--- config.mk ---
export PLATFORM = sky130hd
export DESIGN_NAME = dadda_pipe_reducer_flat
export DESIGN_NICKNAME = d
export VERILOG_FILES = /design/src/rtl/dadda_pkg.sv /design/src/rtl/dadda_pipe_reducer_if.sv /design/src/rtl/csa_row.sv /design/src/rtl/dadda_pipe_reducer.sv /design/src/flat_wrapper.sv
export SDC_FILE = /design/constraint.sdc
export NUM_CORES = 1
export LEC_CHECK = 0
export ABC_AREA = 1
export CAP_MARGIN = 20
export CORE_MARGIN = 2
export CORE_UTILIZATION = 48
export DETAILED_ROUTE_END_ITERATION = 12
export PLACE_DENSITY = 0.79
export SYNTH_ARGS = -nofsm -noshare
export SYNTH_HDL_FRONTEND = slang
export SYNTH_SLANG_ARGS = --single-unit
--- constraint.sdc ---
create_clock -name clk -period 1.48 [get_ports clk]
set_input_delay 0.296 -clock clk [delete_from_list [all_inputs] [get_ports clk]]
set_output_delay 0.296 -clock clk [all_outputs]
set_load 0.01 [all_outputs]
--- src/rtl/dadda_pkg.sv ---
// Shared constants and elaboration-time helpers for the pipelined Dadda-style reducer.
package dadda_pkg;

  localparam int unsigned MAX_OPERANDS = 8;

  function automatic int unsigned clog2(input int unsigned value);
    int unsigned res;
    int unsigned pow;
    res = 0;
    pow = 1;
    while (pow < value) begin
      pow = pow << 1;
      res++;
    end
    return res;
  endfunction

  function automatic int unsigned full_width(input int unsigned input_width,
                                             input int unsigned num_operands,
                                             input int unsigned shift_step);
    return input_width + (num_operands - 1) * shift_step + clog2(num_operands);
  endfunction

  // Each 3:2 level turns every full group of three vectors into two.
  function automatic int unsigned tree_levels(input int unsigned num_operands);
    int unsigned n;
    int unsigned lvl;
    n = num_operands;
    lvl = 0;
    while (n > 2) begin
      n = 2 * (n / 3) + (n % 3);
      lvl++;
    end
    return lvl;
  endfunction

  function automatic int unsigned level_count(input int unsigned num_operands,
                                              input int unsigned level);
    int unsigned n;
    n = num_operands;
    for (int unsigned i = 0; i < level; i++) begin
      n = 2 * (n / 3) + (n % 3);
    end
    return n;
  endfunction

  function automatic int unsigned level_offset(input int unsigned num_operands,
                                               input int unsigned level);
    int unsigned off;
    off = 0;
    for (int unsigned i = 0; i < level; i++) begin
      off += level_count(num_operands, i);
    end
    return off;
  endfunction

endpackage

--- src/rtl/dadda_pipe_reducer_if.sv ---
// Handshake bundle for dadda_pipe_reducer; out_sum exists only with DADDA_FINAL_ADD_EN.
interface dadda_pipe_reducer_if #(
  parameter int unsigned InputWidth  = 8,
  parameter int unsigned NumOperands = 3,
  parameter int unsigned OutputWidth = 12,
  parameter int unsigned TagWidth    = 4
);

  logic                              in_valid;
  logic                              in_ready;
  logic [NumOperands*InputWidth-1:0] in_operands;
  logic [TagWidth-1:0]               in_tag;
  logic                              out_valid;
  logic                              out_ready;
  logic [OutputWidth-1:0]            out_vector0;
  logic [OutputWidth-1:0]            out_vector1;
  logic [TagWidth-1:0]               out_tag;
`ifdef DADDA_FINAL_ADD_EN
  logic [OutputWidth-1:0]            out_sum;

  modport master (
    output in_valid, in_operands, in_tag, out_ready,
    input  in_ready, out_valid, out_vector0, out_vector1, out_tag, out_sum
  );

  modport slave (
    input  in_valid, in_operands, in_tag, out_ready,
    output in_ready, out_valid, out_vector0, out_vector1, out_tag, out_sum
  );
`else
  modport master (
    output in_valid, in_operands, in_tag, out_ready,
    input  in_ready, out_valid, out_vector0, out_vector1, out_tag
  );

  modport slave (
    input  in_valid, in_operands, in_tag, out_ready,
    output in_ready, out_valid, out_vector0, out_vector1, out_tag
  );
`endif

endinterface

--- src/rtl/csa_row.sv ---
// Word-level 3:2 compressor: bitwise full adders, carry vector pre-shifted left by one.
module csa_row #(
  parameter int unsigned Width = 12
) (
  input  logic [Width-1:0] a,
  input  logic [Width-1:0] b,
  input  logic [Width-1:0] c,
  output logic [Width-1:0] sum,
  output logic [Width-1:0] carry
);

  logic [Width-1:0] maj;

  assign sum   = a ^ b ^ c;
  assign maj   = (a & b) | (a & c) | (b & c);
  // The carry out of the top column falls off: results are modulo 2^Width.
  assign carry = maj << 1;

endmodule

--- src/rtl/dadda_pipe_reducer.sv ---
// Pipelined multi-operand reducer: operand register, 3:2 tree, carry-save register and,
// with DADDA_FINAL_ADD_EN defined, a registered carry-propagate stage.
module dadda_pipe_reducer
  import dadda_pkg::*;
#(
  parameter int unsigned InputWidth  = 8,
  parameter int unsigned NumOperands = 3,
  parameter int unsigned ShiftStep   = 2,
  parameter int unsigned OutputWidth = 12,
  parameter int unsigned TagWidth    = 4
) (
  input logic                 clk,
  input logic                 rst_n,
  dadda_pipe_reducer_if.slave bus
);

  localparam int unsigned Levels = tree_levels(NumOperands);
  localparam int unsigned Total  = level_offset(NumOperands, Levels + 1);
  localparam int unsigned Last   = level_offset(NumOperands, Levels);

  if (NumOperands < 2 || NumOperands > MAX_OPERANDS) begin : g_bad_cfg
    $error("dadda_pipe_reducer: NumOperands must be within 2..8");
  end

  logic                              a_valid_q;
  logic [NumOperands*InputWidth-1:0] a_ops_q;
  logic [TagWidth-1:0]               a_tag_q;
  logic                              b_valid_q;
  logic [OutputWidth-1:0]            b_vec0_q;
  logic [OutputWidth-1:0]            b_vec1_q;
  logic [TagWidth-1:0]               b_tag_q;
  logic                              in_fire;
  logic                              a_advance;
  logic                              b_leave;

  // All tree vectors, level by level; level l starts at level_offset(NumOperands, l).
  logic [OutputWidth-1:0] node [Total];

  for (genvar k = 0; k < NumOperands; k++) begin : g_operand
    assign node[k] = OutputWidth'(a_ops_q[k*InputWidth +: InputWidth]) << (k * ShiftStep);
  end

  for (genvar l = 1; l <= Levels; l++) begin : g_level
    localparam int unsigned Prev    = level_count(NumOperands, l - 1);
    localparam int unsigned PrevOff = level_offset(NumOperands, l - 1);
    localparam int unsigned Off     = level_offset(NumOperands, l);
    localparam int unsigned Groups  = Prev / 3;

    for (genvar g = 0; g < Groups; g++) begin : g_row
      csa_row #(
        .Width(OutputWidth)
      ) u_csa_row (
        .a    (node[PrevOff + 3*g]),
        .b    (node[PrevOff + 3*g + 1]),
        .c    (node[PrevOff + 3*g + 2]),
        .sum  (node[Off + 2*g]),
        .carry(node[Off + 2*g + 1])
      );
    end

    for (genvar r = 0; r < Prev % 3; r++) begin : g_pass
      assign node[Off + 2*Groups + r] = node[PrevOff + 3*Groups + r];
    end
  end

`ifdef DADDA_FINAL_ADD_EN
  logic                   c_valid_q;
  logic [OutputWidth-1:0] c_vec0_q;
  logic [OutputWidth-1:0] c_vec1_q;
  logic [OutputWidth-1:0] c_sum_q;
  logic [TagWidth-1:0]    c_tag_q;
  logic                   c_load;

  assign c_load  = !c_valid_q || bus.out_ready;
  assign b_leave = b_valid_q && c_load;

  always_ff @(posedge clk or negedge rst_n) begin
    if (!rst_n) begin
      c_valid_q <= 1'b0;
      c_vec0_q  <= '0;
      c_vec1_q  <= '0;
      c_sum_q   <= '0;
      c_tag_q   <= '0;
    end else begin
      if (c_load) c_valid_q <= b_valid_q;
      if (b_leave) begin
        c_vec0_q <= b_vec0_q;
        c_vec1_q <= b_vec1_q;
        c_sum_q  <= b_vec0_q + b_vec1_q;
        c_tag_q  <= b_tag_q;
      end
    end
  end

  assign bus.out_valid   = c_valid_q;
  assign bus.out_vector0 = c_vec0_q;
  assign bus.out_vector1 = c_vec1_q;
  assign bus.out_sum     = c_sum_q;
  assign bus.out_tag     = c_tag_q;
`else
  assign b_leave = b_valid_q && bus.out_ready;

  assign bus.out_valid   = b_valid_q;
  assign bus.out_vector0 = b_vec0_q;
  assign bus.out_vector1 = b_vec1_q;
  assign bus.out_tag     = b_tag_q;
`endif

  assign a_advance    = !b_valid_q || b_leave;
  assign bus.in_ready = !a_valid_q || a_advance;
  assign in_fire      = bus.in_valid && bus.in_ready;

  always_ff @(posedge clk or negedge rst_n) begin
    if (!rst_n) begin
      a_valid_q <= 1'b0;
      a_ops_q   <= '0;
      a_tag_q   <= '0;
    end else begin
      if (bus.in_ready) a_valid_q <= bus.in_valid;
      if (in_fire) begin
        a_ops_q <= bus.in_operands;
        a_tag_q <= bus.in_tag;
      end
    end
  end

  always_ff @(posedge clk or negedge rst_n) begin
    if (!rst_n) begin
      b_valid_q <= 1'b0;
      b_vec0_q  <= '0;
      b_vec1_q  <= '0;
      b_tag_q   <= '0;
    end else begin
      if (a_advance) b_valid_q <= a_valid_q;
      if (a_advance && a_valid_q) begin
        b_vec0_q <= node[Last];
        b_vec1_q <= node[Last + 1];
        b_tag_q  <= a_tag_q;
      end
    end
  end

endmodule

--- src/flat_wrapper.sv ---
// flat-port wrapper written by rule: the top's interface ports become plain ports
module dadda_pipe_reducer_flat import dadda_pkg::*;
#(
  parameter int unsigned InputWidth  = 8,
  parameter int unsigned NumOperands = 3,
  parameter int unsigned ShiftStep   = 2,
  parameter int unsigned OutputWidth = 12,
  parameter int unsigned TagWidth    = 4
)
  (clk, rst_n, bus_in_valid, bus_in_operands, bus_in_tag, bus_out_ready, bus_in_ready, bus_out_valid, bus_out_vector0, bus_out_vector1, bus_out_tag);
  dadda_pipe_reducer_if #(.InputWidth(InputWidth), .NumOperands(NumOperands), .OutputWidth(OutputWidth), .TagWidth(TagWidth)) bus_i ();
  input logic clk;
  input logic rst_n;
  input wire logic [$bits(bus_i.in_valid)-1:0] bus_in_valid;
  input wire logic [$bits(bus_i.in_operands)-1:0] bus_in_operands;
  input wire logic [$bits(bus_i.in_tag)-1:0] bus_in_tag;
  input wire logic [$bits(bus_i.out_ready)-1:0] bus_out_ready;
  output wire logic [$bits(bus_i.in_ready)-1:0] bus_in_ready;
  output wire logic [$bits(bus_i.out_valid)-1:0] bus_out_valid;
  output wire logic [$bits(bus_i.out_vector0)-1:0] bus_out_vector0;
  output wire logic [$bits(bus_i.out_vector1)-1:0] bus_out_vector1;
  output wire logic [$bits(bus_i.out_tag)-1:0] bus_out_tag;
  assign bus_i.in_valid = bus_in_valid;
  assign bus_i.in_operands = bus_in_operands;
  assign bus_i.in_tag = bus_in_tag;
  assign bus_i.out_ready = bus_out_ready;
  assign bus_in_ready = bus_i.in_ready;
  assign bus_out_valid = bus_i.out_valid;
  assign bus_out_vector0 = bus_i.out_vector0;
  assign bus_out_vector1 = bus_i.out_vector1;
  assign bus_out_tag = bus_i.out_tag;
  dadda_pipe_reducer #(.InputWidth(InputWidth), .NumOperands(NumOperands), .ShiftStep(ShiftStep), .OutputWidth(OutputWidth), .TagWidth(TagWidth)) u_core (.clk(clk), .rst_n(rst_n), .bus(bus_i));
endmodule
# Word-level counts from Yosys, hierarchy flattened
# Cells that the tools add are included.
# op_classes
bitwise	7
muxes	0
n_mul	0
add_sub_neg	0
reduce_logical	7
n_shift	0
eq_ne	0
div	0
n_lt_le_gt_ge	0
# op_table
cell	n
$xor A10 B12 Y12	1
$and A10 B11 Y11	1
$and A8 B11 Y11	1
$or A10 B11 Y11	1
$or A11 B11 Y11	1
$and A8 B10 Y10	1
$xor A8 B10 Y10	1
$logic_and A1 B1 Y1	3
$logic_not A1 Y1	2
$logic_or A1 B1 Y1	2
# word_totals
register_bits	57
inputBits	32
latch_bits	0
mem_bits_rw	0
out_inout_bits	30
mem_bits_ro	0
elab_cells	21
memories	0

# Logic depth before layout (Yosys ltp)
# Gate-level depths: netlist of the first run.
# depth
depth_word	4
mapped_depth	7
mapped_depth_nobuf	5

# By module
# A second synthesis of the first run with hierarchy kept.
# unflattened
cells_unflattened	274
area_unflattened_um2	2553.7
# by_module_without_submodules
mod	cells_each	instances	seq_area_each_um2	area_each_um2
dadda_pipe_reducer	252	1	1451.4	2287.2
csa_row	22	1	0.0	266.5

# Least setup slack after synthesis of the first run
# Ideal clock, no wire load.
# synth_path
path_kind	register to register
startpoint	reg u_core.a_ops_q[4]
endpoint	reg u_core.b_vec0_q[4] (netlist: u_core.bus.out_vector0[4])
t_required_ns	1.414
synth_period_minus_slack_ns	1.105
path_stages_with_launch	4
setup_ns	0.066
path_slack_ns	0.375
n_path_buf	0
t_arrival_ns	1.039
path_cell_list	dfrtp_1 -> fa_1 -> nand3_1 -> nand2_1
# synth_via
elab_chain_cells	2
# synth_rtl
element	line	source
start, declared	dadda_pipe_reducer.sv:26	logic [NumOperands*InputWidth-1:0] a_ops_q;
start signal, assigned	dadda_pipe_reducer.sv:121	a_ops_q <= bus.in_operands;
$xor A8 B10 Y10	csa_row.sv:14	assign sum = a ^ b ^ c;
$xor A10 B12 Y12	csa_row.sv:14	
named net u_core.g_level[1].g_row[0].u_csa_row.sum[4]	csa_row.sv:8	output logic [Width-1:0] sum,
end signal, assigned	dadda_pipe_reducer.sv:136	b_vec0_q <= node[Last];
end, declared	dadda_pipe_reducer.sv:29	logic [OutputWidth-1:0] b_vec0_q;
# The timed path passes the listed nets, and every way through them passes these cells.
# A chain may end at the register's enable or synchronous reset.

# Worst setup path after layout of the first run
# layout_path
startpoint	in bus_out_ready
endpoint	out bus_in_ready
# layout_via
elab_chain_cells	3
# layout_rtl
element	line	source
start, declared	flat_wrapper.sv:17	input wire logic [$bits(bus_i.out_ready)-1:0] bus_out_ready;
$logic_and A1 B1 Y1	dadda_pipe_reducer.sv:101	assign b_leave = b_valid_q && bus.out_ready;
$logic_or A1 B1 Y1	dadda_pipe_reducer.sv:109	assign a_advance = !b_valid_q || b_leave;
$logic_or A1 B1 Y1	dadda_pipe_reducer.sv:110	assign bus.in_ready = !a_valid_q || a_advance;
end, declared	flat_wrapper.sv:18	output wire logic [$bits(bus_i.in_ready)-1:0] bus_in_ready;
# No other way between the ends.

==> summary.md, run 1 <==
| Metric | Value |
|---|---|
| # diodes | `0` |
| YS warnings | `0` |
| Area share of the largest cell type after synthesis | `58.8%` |
| Min-Delay Path Class | `reg -> reg` |
| Wire length of the first global-routing pass | `7940 um` |
| DIE AREA | `5360 um^2` |
| Adder-cell share of the synthesized area | `around 5.7%` |
| Die height | `approximately 73 um` |
| Clock Latency Late Sink | `300 ps` |
| TritonRoute pass-1 iters | `4` |
| Post-synthesis cell area | `2300 um^2` |
| WP data arrival | `1050 ps` |
| Element type at the critical path end | `primary output` |
| RSZ-0062 raised after global routing | `no` |
| Flop pwr share | `50.4%` |
| DRT Wirelength | `4580 um` |
| Hold Fails Final Rpt | `0` |
| Synth area leaders | `dfrtp_1, nand2_1, nand3_1` |
| Critical path fanouts, max | `2` |
| Part of the Yosys area used for sequential elements | `about three fifths` |
| Starting Density | `around 49%` |
| Synth Area in Simple Gates | `29.8%` |
| Worst Setup Start Kind | `input port` |
| Worst VDD drop | `0.636 mV` |
| TritonCTS Sinks | `54` |
| CTS max path bufs | `2` |
| IO buf count | `57` |
| 1st-iter DRT viols | `129` |
| WL/cell | `12.6 um` |
| Synth Area in XOR/XNOR | `0%` |
| Biggest area consumer among synthesized cells | `dfrtp_1` |
| Routed vias/inst | `4.97` |
| Initial antenna violation count | `0` |
| Multiplexer area fraction after synthesis | `0%` |
| Flop and latch count out of synthesis | `54` |
| GPL Wtd Cong | `0.805` |
| Post-synthesis compound-gate area fraction | `0%` |
| Fin area | `3020 um^2` |
| Critical path type | `in -> out` |
| Outcome | `completed` |
| P_int | `2.74 mW` |
| Pleak | `1.63 nW` |
| Cells after Synth | `between 200 and 250` |
| Placed instance count | `353` |
| PwrDens | `1320 nW/um^2` |
| Rows | `25` |
| Core Area | `~4700 um^2` |
| Vias in the first global route | `1,722` |
| Post-Syn Area per Cell | `just over 9 um^2` |
| Clk root buf | `clkbuf_8` |
| Drc violations | `0` |
| F_max | `0.746 GHz` |
| Layout cells sized above 1 | `approximately 8.1%` |
| Combinational Power Share | `28.9%` |
| Placed Instance Area | `approximately 3000 um^2` |
| Ports | `between 60 and 70` |
| CP required | `1180 ps` |
| Max-Cap Viols | `0` |
| Total grt overflow | `0` |
| CTS tree | `built` |
| Actual slew at the worst max-slew pin | `503 ps` |
| Num CTS Buffers | `5` |
| CTS clk-pin slew, worst paths | `around 90 ps` |
| Max-slew headroom | `66.5%` |
| Ys flop type | `dfrtp_1` |
| Final setup vio count | `0` |
| Final Skew | `7.69 ps` |
| Main combinational cell family by area after synthesis | `simple AND/OR/NAND/NOR gates` |
| GRT Total Usage | `about 19%` |
| Most numerous cell in the Yosys netlist | `nand2_1` |
| Largest net degree at the start of global routing | `30` |
| Via count | `1,799` |
| Slew Viols, Final | `0` |
| Final Critical Period | `approximately 1300 ps` |
| P&R area growth vs syn | `31.2%` |
| Post-DP HPWL | `~3400 um` |
| Setup WS pre-CTS | `-265 ps` |
| Final std cells w/o fill | `362` |
| Sw Share | `31.4%` |
| H-tree levels | `2` |
| Final net count | `347` |
| Commonest cells post-synth | `nand2_1, dfrtp_1, nand3_1` |
| Period utilisation layout | `90.6%` |
| Die Wd | `73.2 um` |
| FFs w/ async S/R, synth | `between 90% and 100%` |
| Cell variety after synth | `13` |
| Post-route setup slack | `about 140 ps` |
| Post-synth EDFFs | `0` |
| Final ANT Viol Nets | `0` |
| Clk network pwr share | `20.7%` |
| NetSw | `1.25 mW` |
==> cells by family after synthesis <==
kind of cell / after synthesis
and+or+nand+nor: 162
adders and majority gates: 8
DFF: 54
buffers and inverters: 21
other: 1
==> worst paths after layout <==
| kind | from | cells after the start | slack, ps | endpoint |
|---|---|---|---|---|
| min reg2reg | u_core.bus.out_vector0[10]$_DFFE_PN0P_ | 2 | 470 | u_core.bus.out_vector0[10]$_DFFE_PN0P_ |
| max reg2reg | u_core.bus.out_valid$_DFFE_PN0P_ | 6 | 210 | u_core.a_ops_q[22]$_DFFE_PN0P_ |
| min | u_core.bus.out_vector0[10]$_DFFE_PN0P_ | 2 | 470 | u_core.bus.out_vector0[10]$_DFFE_PN0P_ |
| max in group asynchronous | rst_n | 3 | 530 | u_core.a_ops_q[6]$_DFFE_PN0P_ |
| min in group asynchronous | rst_n | 2 | 480 | u_core.a_ops_q[8]$_DFFE_PN0P_ |
| max | bus_out_ready | 4 | 140 | bus_in_ready |
==> power groups by stage <==
stage | clock network [mW] | logic (mW) | registers, mW
CTS | 0.846 | 1.17 | 2.01
finish | 0.827 | 1.15 | 2.01
floorplan | 0 | 0.506 | 2.12
global placement | 0 | 1.28 | 2.04
global route | 0.897 | 1.30 | 2.05
detailed placement | 0 | 1.32 | 2.05
==> stage by stage <==
stage	util [%]	setup TNS [ps]	hold WS [ps]	total power, mW
3_5_place_dp	63.4	-5740	292	3.37
2_1_floorplan	-	0	0.409	2.63
6_report	64.8	0	470	3.99
3_3_place_gp	63.4	-4650	280	3.32
4_1_cts	64.9	0	477	4.03
5_1_grt	64.8	0	498	4.25
==> area by class of cell <==
| class | instances | area [um^2] |
|---|---|---|
| Inverter | 1 | 3.75 |
| Fill cell | 390 | 1640 |
| Multi-Input combinational cell | 174 | 830 |
| Clock inverter | 1 | 5.00 |
| Tap cell | 54 | 67.6 |
| Sequential cell | 54 | 1350 |
| Clock buffer | 7 | 86.3 |
| Timing Repair Buffer | 71 | 674 |
==> critical path, stage by stage <==
cell             delay [ps]
clkdlybuf4s50_1         460
inv_1                    60
nand3_2                  90
clkbuf_2                140
==> cell usage in the layout, fill, tap and decap left out, drive strengths merged <==
cell type,count
clkinv,1
nand3,53
dfrtp,54
ha,4
clkbuf,8
dlygate4sd3,1
fa,4
inv,1
dlygate4sd2,25
buf,14
nand2,109
conb,4
clkdlybuf4s50,30
==> what timing repair did <==
item	4_1_cts	5_1_grt
hold endpoints to repair	19	0
hold buffers	1	0
setup buffers	0	0
gates resized for setup	27	1
endpoints found under the setup margin	26	1
==> routing by layer <==
layer  wire length (um)  global-route usage (%)
met1               2120                    27.4
met2               2150                    30.2
met3                235                    3.87
met4                 74                    5.35
met5                  0                       0
==> sequential cells by signal, summed over array words and instances (netlist names) <==
| name | flops |
|---|---|
| u_core.a_ops_q | 24 |
| u_core.a_tag_q | 4 |
| u_core.a_valid_q | 1 |
| u_core.bus.out_tag | 4 |
| u_core.bus.out_valid | 1 |
| u_core.bus.out_vector0 | 12 |
| u_core.bus.out_vector1 | 8 |
No activity file was read; power rests on OpenSTA's default activity.
==> run 2, diff against run 1 <==
--- a/config.mk
+++ b/config.mk
@@ -10,6 +10,7 @@
 export CORE_MARGIN = 2
 export CORE_UTILIZATION = 48
 export DETAILED_ROUTE_END_ITERATION = 12
+export HOLD_SLACK_MARGIN = 0.03
 export PLACE_DENSITY = 0.79
 export SYNTH_ARGS = -nofsm -noshare
 export SYNTH_HDL_FRONTEND = slang
==> results of run 2 <==
No change in the layout: final DEF, timing and power equal those of run 1.
==> run 3, diff against run 2 <==
--- a/config.mk
+++ b/config.mk
@@ -7,7 +7,7 @@
 export LEC_CHECK = 0
 export ABC_AREA = 1
 export CAP_MARGIN = 20
-export CORE_MARGIN = 2
+export CORE_MARGIN = 5
 export CORE_UTILIZATION = 48
 export DETAILED_ROUTE_END_ITERATION = 12
 export HOLD_SLACK_MARGIN = 0.03
==> summary.md, run 3 (synthesis results as in run 1) <==
| Metric | Value |
|---|---|
| P&R area growth vs syn | `31.3% (about the same)` |
| Final Skew | `7.43 ps (-0.258 ps)` |
| Routed vias/inst | `5.02 (+1.0%)` |
| Placed instance count | `352 (-0.28%)` |
| Final net count | `347 (unchanged)` |
| Tot Pwr | `4.13 mW (+3.6%)` |
| Most common cell after layout, fill and taps aside | `nand2_1` |
| Critical path type | `reg -> out` |
| Outcome | `completed` |
| Layout cells sized above 1 | `7.79% (-0.32 points)` |
| Final Critical Period | `1330 ps (-9.97 ps)` |
| Pleak | `1.63 nW (about the same)` |
| Die height | `79.2 um (+8.2%)` |
| Starting Density | `49.0% (-0.33 points)` |
| Total grt overflow | `0 (unchanged)` |
| GPL Wtd Cong | `0.773 (-3.9%)` |
| Slew Viols, Final | `0 (unchanged)` |
| Largest net degree at the start of global routing | `55 (+83%)` |
| Clock Latency Late Sink | `300 ps (about the same)` |
| Ports | `62 (unchanged)` |
| F_max | `0.751 GHz (+0.75%)` |
| Hold Fails Final Rpt | `0 (unchanged)` |
| Post-DP HPWL | `3520 um (+3.9%)` |
| IO buf count | `57 (unchanged)` |
| TritonRoute pass-1 iters | `4 (unchanged)` |
| GRT Total Usage | `16.8% (-2.4 points)` |
| CTS tree | `built` |
| Final setup vio count | `0 (unchanged)` |
| Final std cells w/o fill | `362 (unchanged)` |
| Most frequent cells in the layout | `nand2_1, dfrtp_1, nand3_1, clkdlybuf4s50_1, dlygate4sd2_1` |
| Element type at the critical path end | `primary output` |
| Setup crit start | `u_core.bus.out_valid$_DFFE_PN0P_` |
| Die Wd | `79.2 um (+8.2%)` |
| Initial antenna violation count | `0 (unchanged)` |
| Placed Instance Area | `2930 um^2 (-0.68%)` |
| CTS clk-pin slew, worst paths | `90 ps (about the same)` |
| Period utilisation layout | `89.9% (-0.67 points)` |
| # diodes | `0 (unchanged)` |
| DRT Wirelength | `4880 um (+6.6%)` |
| 1st-iter DRT viols | `107 (-17%)` |
| PwrDens | `1370 nW/um^2 (+3.5%)` |
| Rows | `25 (unchanged)` |
| Critical path fanouts, max | `2 (unchanged)` |
| Num CTS Buffers | `5 (unchanged)` |
| Fin area | `3020 um^2 (about the same)` |
| Max-Cap Viols | `0 (unchanged)` |
| H-tree levels | `2 (unchanged)` |
| DIE AREA | `6280 um^2 (+17%)` |
| Most flop-heavy register | `u_core.a_ops_q` |
| Drc violations | `0 (unchanged)` |
| FF-to-FF setup slack | `180 ps (-30 ps)` |
| Clk root buf | `clkbuf_8` |
| CP required | `1180 ps (about the same)` |
| Final ANT Viol Nets | `0 (unchanged)` |
| Hold Startpoint | `u_core.bus.out_vector0[2]$_DFFE_PN0P_` |
| CTS max path bufs | `2 (unchanged)` |
| Max FFs per register | `24 (unchanged)` |
| Vias in the first global route | `1,736 (+0.81%)` |
| Min-Delay Path Class | `reg -> reg` |
| RSZ-0062 raised after global routing | `no` |
| WP data arrival | `1040 ps (about the same)` |
| WL/cell | `13.5 um (+6.6%)` |
| Core Area | `4690 um^2 (+0.67%)` |
| Reg2reg start | `u_core.bus.out_valid$_DFFE_PN0P_` |
| Worst Setup Start Kind | `flop` |
| TritonCTS Sinks | `54 (unchanged)` |
| Via count | `1,817 (+1.0%)` |
| Worst VDD drop | `0.600 mV (-5.6%)` |
| Wire length of the first global-routing pass | `8180 um (+3.1%)` |
[run 3: cell types whose count changed in the layout (fill, tap and decap cells not counted), sizes merged]
cell,previous run,this run
bufinv,0,1
clkinv,1,0
[run 3: per-layer routing]
metal / wire [um] / share of wire, % / up-vias / GRT usage, %
met2: 2270 / 46 / 48 / 25.8
met1: 2250 / 46 / 864 / 23.2
met5: 0 / 0 / - / 0
met3: 277 / 5.7 / 6 / 3.74
li1: - / - / 899 / -
met4: 87 / 1.8 / 0 / 6.87
[run 3: timing repair]
action,CTS,global route
buffers inserted,1,0
hold buffers,1,0
setup endpoints to repair,26,1
hold endpoints to repair,54,0
gates resized for setup,27,1
[run 3: critical path, cell delays in order (launching register included)]
cell and delay [ps]:
dfrtp_1 380, buf_4 150, nand3_2 70, clkbuf_2 130
[run 3: path summary, 6_finish.rpt]
kind | depth (start not counted) | endpoint
worst min register to register | 2 | u_core.bus.out_vector0[2]$_DFFE_PN0P_
worst max register to register | 7 | u_core.a_tag_q[0]$_DFFE_PN0P_
worst min-delay path | 2 | u_core.bus.out_vector0[2]$_DFFE_PN0P_
min in group asynchronous | 3 | u_core.bus.out_vector0[2]$_DFFE_PN0P_
max in group asynchronous | 3 | u_core.bus.out_tag[0]$_DFFE_PN0P_
worst max-delay path | 3 | bus_in_ready
[run 3: final cells by class]
cell class	count	area, um^2
clock buffers	7	76.3
clock inverters	1	30.0
fillers	407	1670
inverters	1	3.75
multi-input cells	174	830
flip-flops and latches	54	1350
well taps	54	67.6
repair buffers	71	662
[run 3: report_power, final]
group / internal [mW] / switching, mW
clock network: 0.506 / 0.445
logic: 0.552 / 0.615
registers: 1.81 / 0.202
total: 2.87 / 1.26
[run 3: through the flow]
| step | TNS (ps) | hold WS [ps] | setup slack [ps] | utilization (%) |
|---|---|---|---|---|
| 3_3_place_gp | -2350 | 305 | -219 | 62.5 |
| 2_1_floorplan | 0 | 0.409 | 375 | - |
| 6_report | 0 | 470 | 149 | 64.4 |
| 5_1_grt | 0 | 492 | 70.6 | 64.4 |
| 4_1_cts | 0 | 476 | 14.0 | 64.5 |
| 3_5_place_dp | -3380 | 313 | -228 | 62.5 |
